--- config.mk ---
export PLATFORM = sky130hd
export DESIGN_NAME = mole_spawner_flat
export DESIGN_NICKNAME = d
export VERILOG_FILES = /design/src/rtl/whack_pkg.sv /design/src/rtl/mole_spawner_if.sv /design/src/rtl/whack_tick_gen.sv /design/src/rtl/mole_spawner.sv /design/src/flat_wrapper.sv
export SDC_FILE = /design/constraint.sdc
export NUM_CORES = 1
export LEC_CHECK = 0
export BUFFER_PORTS_ARGS = -buffer_cell sky130_fd_sc_hd__buf_2
export CAP_MARGIN = 5
export CORE_ASPECT_RATIO = 1.75
export CORE_MARGIN = 1
export CORE_UTILIZATION = 50
export DETAILED_ROUTE_END_ITERATION = 8
export HOLD_SLACK_MARGIN = 0.12
export PLACE_DENSITY_LB_ADDON = 0.25
export SLEW_MARGIN = 20
export SYNTH_ARGS = -nofsm -noshare
export SYNTH_HDL_FRONTEND = slang
export SYNTH_SLANG_ARGS = --single-unit
--- constraint.sdc ---
create_clock -name clk -period 8.5 [get_ports clk]
set_input_delay 1.7 -clock clk [delete_from_list [all_inputs] [get_ports clk]]
set_output_delay 1.7 -clock clk [all_outputs]
set_load 0.02 [all_outputs]
--- src/rtl/whack_pkg.sv ---
// Shared definitions for the whack game blocks (spawner and scorer).
// Holds the FSM state type, the hole position codes, the spawn hole table,
// the LFSR feedback mask and two small helpers used by the spawner.
package whack_pkg;

    typedef enum logic [1:0] {
        HIDDEN = 2'd0,
        UP     = 2'd1,
        DONE   = 2'd2
    } state_e;

    // Hole codes as seen by the scorer's button compare; 000 means no mole.
    localparam logic [2:0] POS_NONE = 3'b000;
    localparam logic [2:0] POS_A    = 3'b010;
    localparam logic [2:0] POS_W    = 3'b001;
    localparam logic [2:0] POS_D    = 3'b100;
    localparam logic [2:0] POS_X    = 3'b101;
    localparam logic [2:0] POS_S    = 3'b110;

    // Index 0..4 = A, W, D, X, S (element 0 is the rightmost).
    localparam logic [4:0][2:0] HOLE_TBL = {POS_S, POS_X, POS_D, POS_W, POS_A};

    // Right-shifting Galois mask for x^8 + x^6 + x^5 + x^4 + 1.
    localparam logic [7:0] LFSR_TAPS = 8'hB8;

    function automatic logic [7:0] lfsr_next(input logic [7:0] v);
        return {1'b0, v[7:1]} ^ (v[0] ? LFSR_TAPS : 8'h00);
    endfunction

    // Pick the hole for lfsr value rnd, stepping to the next table entry
    // when the draw would repeat the previous hole.
    function automatic logic [2:0] pick_hole(input logic [7:0] rnd,
                                             input logic [2:0] last);
        logic [2:0] idx;
        idx = 3'(rnd % 8'd5);
        if (HOLE_TBL[idx] == last)
            idx = (idx == 3'd4) ? 3'd0 : idx + 3'd1;
        return HOLE_TBL[idx];
    endfunction

endpackage

--- src/rtl/mole_spawner_if.sv ---
// Signal bundle between the mole spawner and its neighbours (keys, scorer,
// display layer).
//   key_esc, key_space : game restart / pause levels
//   cw, score, F15     : scorer feedback
//   mole_pos           : current hole code, 000 = none
//   hit_pulse, miss_pulse, misses, game_over : spawner status
// master = the spawner, slave = everything around it.
interface mole_spawner_if;
    logic       key_esc;
    logic       key_space;
    logic       cw;
    logic [3:0] score;
    logic       F15;
    logic [2:0] mole_pos;
    logic       hit_pulse;
    logic       miss_pulse;
    logic [1:0] misses;
    logic       game_over;

    modport master (
        input  key_esc, key_space, cw, score, F15,
        output mole_pos, hit_pulse, miss_pulse, misses, game_over
    );

    modport slave (
        output key_esc, key_space, cw, score, F15,
        input  mole_pos, hit_pulse, miss_pulse, misses, game_over
    );
endinterface

--- src/rtl/whack_tick_gen.sv ---
// Game tick prescaler. Counts 0..TICK_DIV-1 while enabled and raises tick_o
// for the one clock in which the count wraps.
//   clk, rst_n : clock, async active-low reset
//   clr_i      : synchronous clear (overrides enable)
//   en_i       : count enable; low freezes the count and suppresses tick_o
//   tick_o     : one-clock game tick
module whack_tick_gen #(
    parameter int TICK_DIV = 1000000
) (
    input  logic clk,
    input  logic rst_n,
    input  logic clr_i,
    input  logic en_i,
    output logic tick_o
);
    localparam int W = (TICK_DIV > 1) ? $clog2(TICK_DIV) : 1;

    logic [W-1:0] cnt_q, cnt_d;

    assign tick_o = en_i && !clr_i && (cnt_q == W'(TICK_DIV - 1));

    always_comb begin
        cnt_d = cnt_q;
        if (clr_i)
            cnt_d = '0;
        else if (en_i)
            cnt_d = tick_o ? '0 : cnt_q + W'(1);
    end

    always_ff @(posedge clk or negedge rst_n) begin
        if (!rst_n)
            cnt_q <= '0;
        else
            cnt_q <= cnt_d;
    end
endmodule

--- src/rtl/mole_spawner.sv ---
// Mole spawner: pops a mole at a pseudo-random hole, keeps it up for a
// score-dependent number of game ticks, and hides it on a correct whack or a
// timeout. Three timeouts or the scorer's F15 flag end the game.
//   clk, rst_n : clock, async active-low reset
//   bus        : mole_spawner_if.master (keys, scorer feedback, status out)
// All outputs are registered except game_over, which decodes the state.
module mole_spawner
    import whack_pkg::*;
#(
    parameter int         TICK_DIV   = 1000000,
    parameter int         GAP_TICKS  = 30,
    parameter int         HOLD_BASE  = 100,
    parameter int         HOLD_STEP  = 5,
    parameter int         HOLD_MIN   = 25,
    parameter int         MAX_MISSES = 3,
    parameter logic [7:0] LFSR_SEED  = 8'hA5
) (
    input  logic           clk,
    input  logic           rst_n,
    mole_spawner_if.master bus
);
    // An all-zero Galois LFSR would lock up.
    localparam logic [7:0] SEED = (LFSR_SEED == 8'h00) ? 8'h01 : LFSR_SEED;

    state_e     state_q, state_d;
    logic [7:0] lfsr_q, lfsr_d;
    logic [2:0] pos_q, pos_d;
    logic [2:0] last_q, last_d;
    logic [7:0] gap_q, gap_d;
    logic [7:0] hcnt_q, hcnt_d;
    logic [7:0] hlen_q, hlen_d;
    logic [1:0] misses_q, misses_d;
    logic [2:0] mole_q, mole_d;
    logic       hit_q, hit_d;
    logic       miss_q, miss_d;

    logic       tick;
    logic       tick_en;
    logic [7:0] step_prod;
    logic [7:0] hold_raw;
    logic [7:0] hold_new;
    logic [2:0] spawn_pos;

    assign tick_en = !bus.key_space;

    whack_tick_gen #(.TICK_DIV(TICK_DIV)) u_tick (
        .clk    (clk),
        .rst_n  (rst_n),
        .clr_i  (bus.key_esc),
        .en_i   (tick_en),
        .tick_o (tick)
    );

    // Up-time shrinks with score; saturate at zero before applying the floor.
    always_comb begin
        step_prod = 8'(HOLD_STEP) * {4'b0000, bus.score};
        hold_raw  = (step_prod >= 8'(HOLD_BASE)) ? 8'd0 : 8'(HOLD_BASE) - step_prod;
        hold_new  = (hold_raw < 8'(HOLD_MIN)) ? 8'(HOLD_MIN) : hold_raw;
    end

    assign spawn_pos = pick_hole(lfsr_q, last_q);

    always_comb begin
        state_d  = state_q;
        lfsr_d   = lfsr_q;
        pos_d    = pos_q;
        last_d   = last_q;
        gap_d    = gap_q;
        hcnt_d   = hcnt_q;
        hlen_d   = hlen_q;
        misses_d = misses_q;
        mole_d   = POS_NONE;
        hit_d    = 1'b0;
        miss_d   = 1'b0;

        if (bus.key_esc) begin
            state_d  = HIDDEN;
            lfsr_d   = SEED;
            pos_d    = POS_NONE;
            last_d   = POS_NONE;
            gap_d    = '0;
            hcnt_d   = '0;
            hlen_d   = '0;
            misses_d = '0;
        end else if (!bus.key_space) begin
            // While paused everything holds and mole_d stays at POS_NONE.
            lfsr_d = lfsr_next(lfsr_q);
            unique case (state_q)
                HIDDEN: begin
                    if (bus.F15) begin
                        state_d = DONE;
                    end else if (tick) begin
                        if (gap_q + 8'd1 == 8'(GAP_TICKS)) begin
                            state_d = UP;
                            pos_d   = spawn_pos;
                            last_d  = spawn_pos;
                            hlen_d  = hold_new;
                            gap_d   = '0;
                            hcnt_d  = '0;
                            mole_d  = spawn_pos;
                        end else begin
                            gap_d = gap_q + 8'd1;
                        end
                    end
                end
                UP: begin
                    if (bus.F15) begin
                        state_d = DONE;
                    end else if (bus.cw) begin
                        // Hide at once so cw is seen for a single clock.
                        state_d = HIDDEN;
                        hit_d   = 1'b1;
                        gap_d   = '0;
                        hcnt_d  = '0;
                    end else if (tick && (hcnt_q + 8'd1 == hlen_q)) begin
                        miss_d  = 1'b1;
                        gap_d   = '0;
                        hcnt_d  = '0;
                        if (misses_q != 2'(MAX_MISSES))
                            misses_d = misses_q + 2'd1;
                        state_d = (misses_q + 2'd1 == 2'(MAX_MISSES)) ? DONE : HIDDEN;
                    end else begin
                        if (tick)
                            hcnt_d = hcnt_q + 8'd1;
                        mole_d = pos_q;
                    end
                end
                DONE: ;
                default: state_d = HIDDEN;
            endcase
        end
    end

    always_ff @(posedge clk or negedge rst_n) begin
        if (!rst_n) begin
            state_q  <= HIDDEN;
            lfsr_q   <= SEED;
            pos_q    <= POS_NONE;
            last_q   <= POS_NONE;
            gap_q    <= '0;
            hcnt_q   <= '0;
            hlen_q   <= '0;
            misses_q <= '0;
            mole_q   <= POS_NONE;
            hit_q    <= 1'b0;
            miss_q   <= 1'b0;
        end else begin
            state_q  <= state_d;
            lfsr_q   <= lfsr_d;
            pos_q    <= pos_d;
            last_q   <= last_d;
            gap_q    <= gap_d;
            hcnt_q   <= hcnt_d;
            hlen_q   <= hlen_d;
            misses_q <= misses_d;
            mole_q   <= mole_d;
            hit_q    <= hit_d;
            miss_q   <= miss_d;
        end
    end

    assign bus.mole_pos   = mole_q;
    assign bus.hit_pulse  = hit_q;
    assign bus.miss_pulse = miss_q;
    assign bus.misses     = misses_q;
    assign bus.game_over  = (state_q == DONE);

endmodule
--- src/flat_wrapper.sv ---
// flat-port wrapper written by rule: the top's interface ports become plain ports
module mole_spawner_flat import whack_pkg::*;
#(
    parameter int         TICK_DIV   = 1000000,
    parameter int         GAP_TICKS  = 30,
    parameter int         HOLD_BASE  = 100,
    parameter int         HOLD_STEP  = 5,
    parameter int         HOLD_MIN   = 25,
    parameter int         MAX_MISSES = 3,
    parameter logic [7:0] LFSR_SEED  = 8'hA5
)
  (clk, rst_n, bus_key_esc, bus_key_space, bus_cw, bus_score, bus_F15, bus_mole_pos, bus_hit_pulse, bus_miss_pulse, bus_misses, bus_game_over);
  mole_spawner_if bus_i ();
  input  logic clk;
  input  logic rst_n;
  input wire logic [$bits(bus_i.key_esc)-1:0] bus_key_esc;
  input wire logic [$bits(bus_i.key_space)-1:0] bus_key_space;
  input wire logic [$bits(bus_i.cw)-1:0] bus_cw;
  input wire logic [$bits(bus_i.score)-1:0] bus_score;
  input wire logic [$bits(bus_i.F15)-1:0] bus_F15;
  output wire logic [$bits(bus_i.mole_pos)-1:0] bus_mole_pos;
  output wire logic [$bits(bus_i.hit_pulse)-1:0] bus_hit_pulse;
  output wire logic [$bits(bus_i.miss_pulse)-1:0] bus_miss_pulse;
  output wire logic [$bits(bus_i.misses)-1:0] bus_misses;
  output wire logic [$bits(bus_i.game_over)-1:0] bus_game_over;
  assign bus_i.key_esc = bus_key_esc;
  assign bus_i.key_space = bus_key_space;
  assign bus_i.cw = bus_cw;
  assign bus_i.score = bus_score;
  assign bus_i.F15 = bus_F15;
  assign bus_mole_pos = bus_i.mole_pos;
  assign bus_hit_pulse = bus_i.hit_pulse;
  assign bus_miss_pulse = bus_i.miss_pulse;
  assign bus_misses = bus_i.misses;
  assign bus_game_over = bus_i.game_over;
  mole_spawner #(.TICK_DIV(TICK_DIV), .GAP_TICKS(GAP_TICKS), .HOLD_BASE(HOLD_BASE), .HOLD_STEP(HOLD_STEP), .HOLD_MIN(HOLD_MIN), .MAX_MISSES(MAX_MISSES), .LFSR_SEED(LFSR_SEED)) u_core (.clk(clk), .rst_n(rst_n), .bus(bus_i));
endmodule
# Yosys cells after proc, flatten, opt, wreduce, memory -nomap -nowiden
# Memories as Yosys holds them, arrays and structs flattened.
# Index checks and enable logic that the tools add are counted.
[totals] mem_count=2 romBits=48 inputBits=10 register_bits=64 word_cells=146
[classes] n_eq_ne=22 n_mul=1 mux=80 n_lt_le_gt_ge=4 div=1 addsub=6 reduce_logical=18 bitwise_logic=1
[memory_table] memory="(name not given)" words=8 width=3 read_ports=1 rd_clocked_by_memory_dff=0 wr=0 line_no="whack_pkg.sv:36" rtl="if (HOLE_TBL[idx] == last)"
[memory_table] memory="(name not given)" words=8 width=3 read_ports=1 rd_clocked_by_memory_dff=0 wr=0 line_no="whack_pkg.sv:38" rtl="return HOLE_TBL[idx];"
[ops] cell="$mux W8" count=28
[ops] cell="$mux W20" count=3
[ops] cell="$mux W3" count=18
[ops] cell="$mux W2" count=16
[ops] cell="$pmux W8 S2" count=2
[ops] cell="$add A20 B1 Y20 const B" count=1
[ops] cell="$eq A20 B20 Y1 const B" count=1
[ops] cell="$add A8 B1 Y8 const B" count=2
[ops] cell="$ne A4 B3 Y1 const B" count=3
[ops] cell="$reduce_and A6 Y1" count=2
[ops] cell="$reduce_bool A2 Y1" count=6
[ops] cell="$mux W1" count=11
[ops] cell="$ne A2 B2 Y1 const B" count=5
[ops] cell="$reduce_and A5 Y1" count=2
[ops] cell="$eq A8 B5 Y1 const B" count=1
[ops] cell="$eq A8 B8 Y1" count=1
[ops] cell="$lt A3 B4 Y1 const B" count=2
[ops] cell="$lt A8 B5 Y1 const B" count=1
[ops] cell="$mod A8 B3 Y8 const B" count=1
[ops] cell="$sub A7 B7 Y8 const A" count=1
[ops] cell="$xor A7 B8 Y8" count=1
[ops] cell="$ge A7 B7 Y1 const B" count=1
[ops] cell="$mul A3 B4 Y7 const A" count=1
[ops] cell="$reduce_and A7 Y1" count=1
[ops] cell="other kinds (16)" count=22

# Longest topological paths before layout
[depth] depth_word=13 depth_mapped=26 ltp_nobuf=25

# By module
# From an unflattened synthesis, not the netlist that was laid out.
[hier_totals] hier_cells=589 area_unflattened_um2=4967.3
[modules_own_cells] module="mole_spawner" seq_area_each_um2=1106.1 cells_each=453 area_per_inst_um2=3746.1 n_inst=1
[modules_own_cells] module="whack_tick_gen" seq_area_each_um2=500.5 cells_each=136 area_per_inst_um2=1221.2 n_inst=1

# Worst setup path before layout
# Ideal clock, no wire load.
[synth_timing] path_kind="reg2reg" startpoint="register u_core.lfsr_q[7]" endpoint="register u_core.mole_q[2], in the netlist u_core.bus.mole_pos[2]" setup_time_ps=131 path_slack_ps=3297 arrival_time_ps=5072 stages_incl_launch_ff=25 path_buffers=0 cell_sequence="dfstp_2 -> and2b_2 -> xnor2_1 -> o311ai_1 -> a21oi_4 -> ha_1 -> inv_1 -> o211ai_1 -> a21boi_0 -> mux2_2 -> inv_1 -> ha_1 -> inv_1 -> nor2_1 -> nor2_1 -> o31a_1 -> nor2_2 -> mux2i_1 -> inv_1 -> ha_1 -> inv_1 -> a21oi_1 -> a211o_1 -> a2111oi_2 -> o21ai_1"
[synth_via] elab_chain_cells=13
[synth_lines] item="start: declaration" line_no="mole_spawner.sv:26" rtl="logic [7:0] lfsr_q, lfsr_d;"
[synth_lines] item="start signal: assignment" line_no="mole_spawner.sv:149" rtl="lfsr_q <= lfsr_d;"
[synth_lines] item="$mod A8 B3 Y8 *" line_no="whack_pkg.sv:35" rtl="idx = 3'(rnd % 8'd5);"
[synth_lines] item="$mem_v2 Z8 W3"
[synth_lines] item="$mux W3 (implied by the code)" line_no="whack_pkg.sv:36"
[synth_lines] item="$eq A3 B3 Y1" line_no="whack_pkg.sv:36"
[synth_lines] item="$mux W3 *" line_no="whack_pkg.sv:36"
[synth_lines] item="$mem_v2 Z8 W3 *"
[synth_lines] item="$mux W3 (implied by the code) *" line_no="whack_pkg.sv:38"
[synth_lines] item="$mux W3 *" line_no="mole_spawner.sv:93" rtl="if (gap_q + 8'd1 == 8'(GAP_TICKS)) begin"
[synth_lines] item="$mux W3 *" line_no="mole_spawner.sv:92" rtl="end else if (tick) begin"
[synth_lines] item="$mux W3 *" line_no="mole_spawner.sv:90" rtl="if (bus.F15) begin"
[synth_lines] item="$pmux W3 S2 *" line_no="mole_spawner.sv:88" rtl="unique case (state_q)"
[synth_lines] item="$mux W3 *" line_no="mole_spawner.sv:85" rtl="end else if (!bus.key_space) begin"
[synth_lines] item="$mux W3 *" line_no="mole_spawner.sv:76" rtl="if (bus.key_esc) begin"
[synth_lines] item="net u_core.mole_d[2]" line_no="mole_spawner.sv:33" rtl="logic [2:0] mole_q, mole_d;"
[synth_lines] item="end signal: assignment" line_no="mole_spawner.sv:156" rtl="mole_q <= mole_d;"
[synth_lines] item="end: declaration" line_no="mole_spawner.sv:33"
# Mark *: on every way through the listed nets, which the timed path passes. The rest lies on a longest branch. The select of a mux whose other input is x is not followed.
# A chain may end at the register's enable or synchronous reset.

# Worst setup path in the final report
# Ends and elaborated chain as after synthesis.

==> results.cfg <==
[timing]
period_share_pct = 70.2
final_max_slew_viol_count = 0
slew_headroom_pct = 45.9
rsz0062_at_grt = false
skew_ns = 0.00901
fin_hold_ws_ns = 0.501
finalSetupTns_ns = 0
finalSetupViolCount = 0
fmax_mhz = 168
fin_crit_ns = 5.97
hold_viol = 0
fin_ws_ns = 2.53
worst_pin_slew_ns = 0.811

[flow_run]
maxCapViolations = 0

[synthesis]
syn-num-nets = 576
avgSynthCellArea_um2 = 8.56
synth_area_um2 = 4690
ys_warn_count = 0
syn_inst = 548
synth_ff_type = dfrtp_1
synth-seq-cells = 64
ys_seq_area_share_pct = 34.2
synth_cell_types = 81
synth-edff-count = 0
synthArstFlopShare_pct = 100

[floorplan]
dieArea_um2 = 9790
die_h_um = 130
start_util_pct = 51.6
die_w_um = 75.2
std_cell_rows = 46
io_pins = 18
core_area_um2 = 9090

[power]
p_leak_nw = 2.19
power_frac_seq_pct = 34.0
switchingPower_mw = 0.304
power.share.combinational_pct = 27.0
power.total_mw = 0.964
ir_drop_mv = 0.140
pwr-share-clk_pct = 39.0
sw_frac_of_total_pct = 31.6
p_int_mw = 0.660
powerDensity_nw_per_um2 = 188

[critical_path]
critPathKind = flop to flop
path_cells = and2b_2, xnor2_1, o311ai_1, a21oi_4, ha_1, inv_1, o211ai_1, a21boi_0, mux2_2, inv_1, ha_1, inv_1, nor2_1, nor2_1, o31a_1, nor2_2, mux2i_1, inv_1, ha_1, inv_1, a21oi_1, a211o_1, a2111oi_2, o21ai_1
crit_top_cell = inv_1
cp_max_fo = 15
rrSetupSlack_ns = 2.53
cp-end-kind = flop
r2r-start = u_core.lfsr_q[7]
cp_slowest_cell = dfstp_2
startpoint_type = flop
startpoint = u_core.lfsr_q[7]
reg2regPathDepth = 24
crit_buf_inv = 5
cp_slowest_stage_delay_ns = 0.67
cp.required_ns = 8.69
r2r-end = u_core.bus.mole_pos[2]
arrival_ns = 6.16
crit_family = compound AO/OA/AOI/OAI gates

[cts]
ctsHoldBuffers = 0
clock_latency_ns = 0.33
post_cts_resized = 0
numCtsBuffers = 9
cts_root_buf = clkbuf_16
cts_tree = yes
cts_num_sinks = 64
ctsLongestPathBuffers = 2
path_clk_slew_ns = 0.05
post_cts_buffers = 0
htree_levels = 3

[min_path]
hold_depth = 1
hold_class = flop to flop
hold_start = u_core.hcnt_q[7]
min_to = u_core.hcnt_q[7]

[place]
place_congestion = 0.949
dpl_worst_slack_ns = 2.60
place_hpwl_um = 7880
placed_area_um2 = 4830
port_buffers = 17
dp_cells = 665

[route]
vias_per_cell = 5.93
drtPass1Iterations = 5
drc = 0
routed_wl_um = 10700
drt_iter0_drc = 200
ant_nets = 0
wire_per_inst_um = 15.8
vias = 4038

[finish]
mostFrequentLayoutCells = nor2_1 (62), dfrtp_1 (60), nand2_1 (50)
area_growth_pct = 9.44
drive_gt1_share_pct = 11.4
final_common_cell = nor2_1
final_net_count = 584
fin_cells = 681
final_area_um2 = 5140
antenna_cells = 0
fin_util_pct = 56.5

[global_routing]
grt_pass1_wl_um = 17900
gr-total-overflow = 0
grt_max_degree = 65
grt_pass1_vias = 4051
grt_usage_pct = 23.8
antenna_found_initial = 0

[run_status]
status = finished clean
[power by group through the flow]
stage               Clock, mW  Combinational [mW]  Sequential, mW
finish                  0.376               0.260           0.328
global route            0.392               0.290           0.330
CTS                     0.380               0.258           0.328
detailed placement          0               0.257           0.333
global placement            0               0.246           0.332
floorplan                   0               0.216           0.322
[Yosys cell counts (all sizes together) (5+ instances only)]
master  count  area (um2)
clkbuf     13        48.8
ha         17         213
and2        7        43.8
a21oi      20         111
o31ai      11        96.3
and3        9        56.3
nor3       14        70.1
buf         9        66.3
nand3      27         135
nand3b      6        45.0
nand2b      8        57.6
o21ai      39         195
nand4      11        68.8
nor2       63         239
xor2       19         166
inv        21        78.8
or2         8        50.1
o211ai      9        77.6
nor4        5        31.3
dfrtp      60        1500
nor2b       9        58.8
nand2      51         194
xnor2      25         219
mux2i       7        70.1
[layer usage]
metal	GRT usage (%)	up-vias	wire length [um]
met3	4.48	24	260
met4	10.3	0	272
met5	0	-	0
met2	43.7	66	5880
li1	-	1998	-
met1	25.7	1950	4320
[logic make-up (layout without fill, tap and decap cells)]
family / count (synthesis) / in the layout / share of synthesized area (%)
flops: 64 / 64 / 34.2
buf+inv: 43 / 56 / 4.13
compound gates: 130 / 130 / 20.0
fa+ha+maj: 18 / 18 / 4.96
simple gates: 238 / 238 / 25.9
mux: 11 / 11 / 2.53
xor+xnor: 44 / 44 / 8.21
[state kept, by name, summed over array words and instances, names as in the netlist]
| register | count |
|---|---|
| u_core.u_tick.cnt_q | 20 |
| u_core.gap_q | 8 |
| u_core.hcnt_q | 8 |
| u_core.hlen_q | 8 |
| u_core.lfsr_q | 8 |
| u_core.bus.mole_pos | 3 |
| u_core.pos_q | 3 |
| u_core.bus.misses | 2 |
| u_core.state_q | 2 |
| u_core.bus.hit_pulse | 1 |
| u_core.bus.miss_pulse | 1 |
[layout make-up]
| class | instances | area [um2] |
|---|---|---|
| fill | 877 | 3960 |
| multi-input combinational | 441 | 2890 |
| sequential | 64 | 1610 |
| clock buffer | 12 | 256 |
| tap | 120 | 150 |
| timing repair buffer | 19 | 100 |
| inverter | 21 | 78.8 |
| clock inverter | 4 | 51.3 |
[worst reg2reg max path, stage by stage, from the launching register on]
cell and delay (ns):
dfstp_2 0.67, and2b_2 0.30, xnor2_1 0.15, o311ai_1 0.43, a21oi_4 0.16, ha_1 0.20
inv_1 0.05, o211ai_1 0.15, a21boi_0 0.25, mux2_2 0.41, inv_1 0.12, ha_1 0.22
inv_1 0.07, nor2_1 0.14, nor2_1 0.07, o31a_1 0.39, nor2_2 0.27, mux2i_1 0.35
inv_1 0.08, ha_1 0.23, inv_1 0.14, a21oi_1 0.10, a211o_1 0.34, a2111oi_2 0.45
o21ai_1 0.10
[worst max-delay path by stage]
stage | slack, ns | cells past startpoint | end
finish | 2.53 | 24 | u_core.bus.mole_pos[2]
global route | 2.09 | 24 | u_core.pos_q[2]
CTS | 2.59 | 24 | u_core.pos_q[2]
detailed placement | 2.60 | 24 | u_core.pos_q[2]
global placement | 2.87 | 24 | u_core.pos_q[2]
floorplan | 3.30 | 24 | u_core.bus.mole_pos[2]
Note: power is estimated with default switching activity, not from simulation.
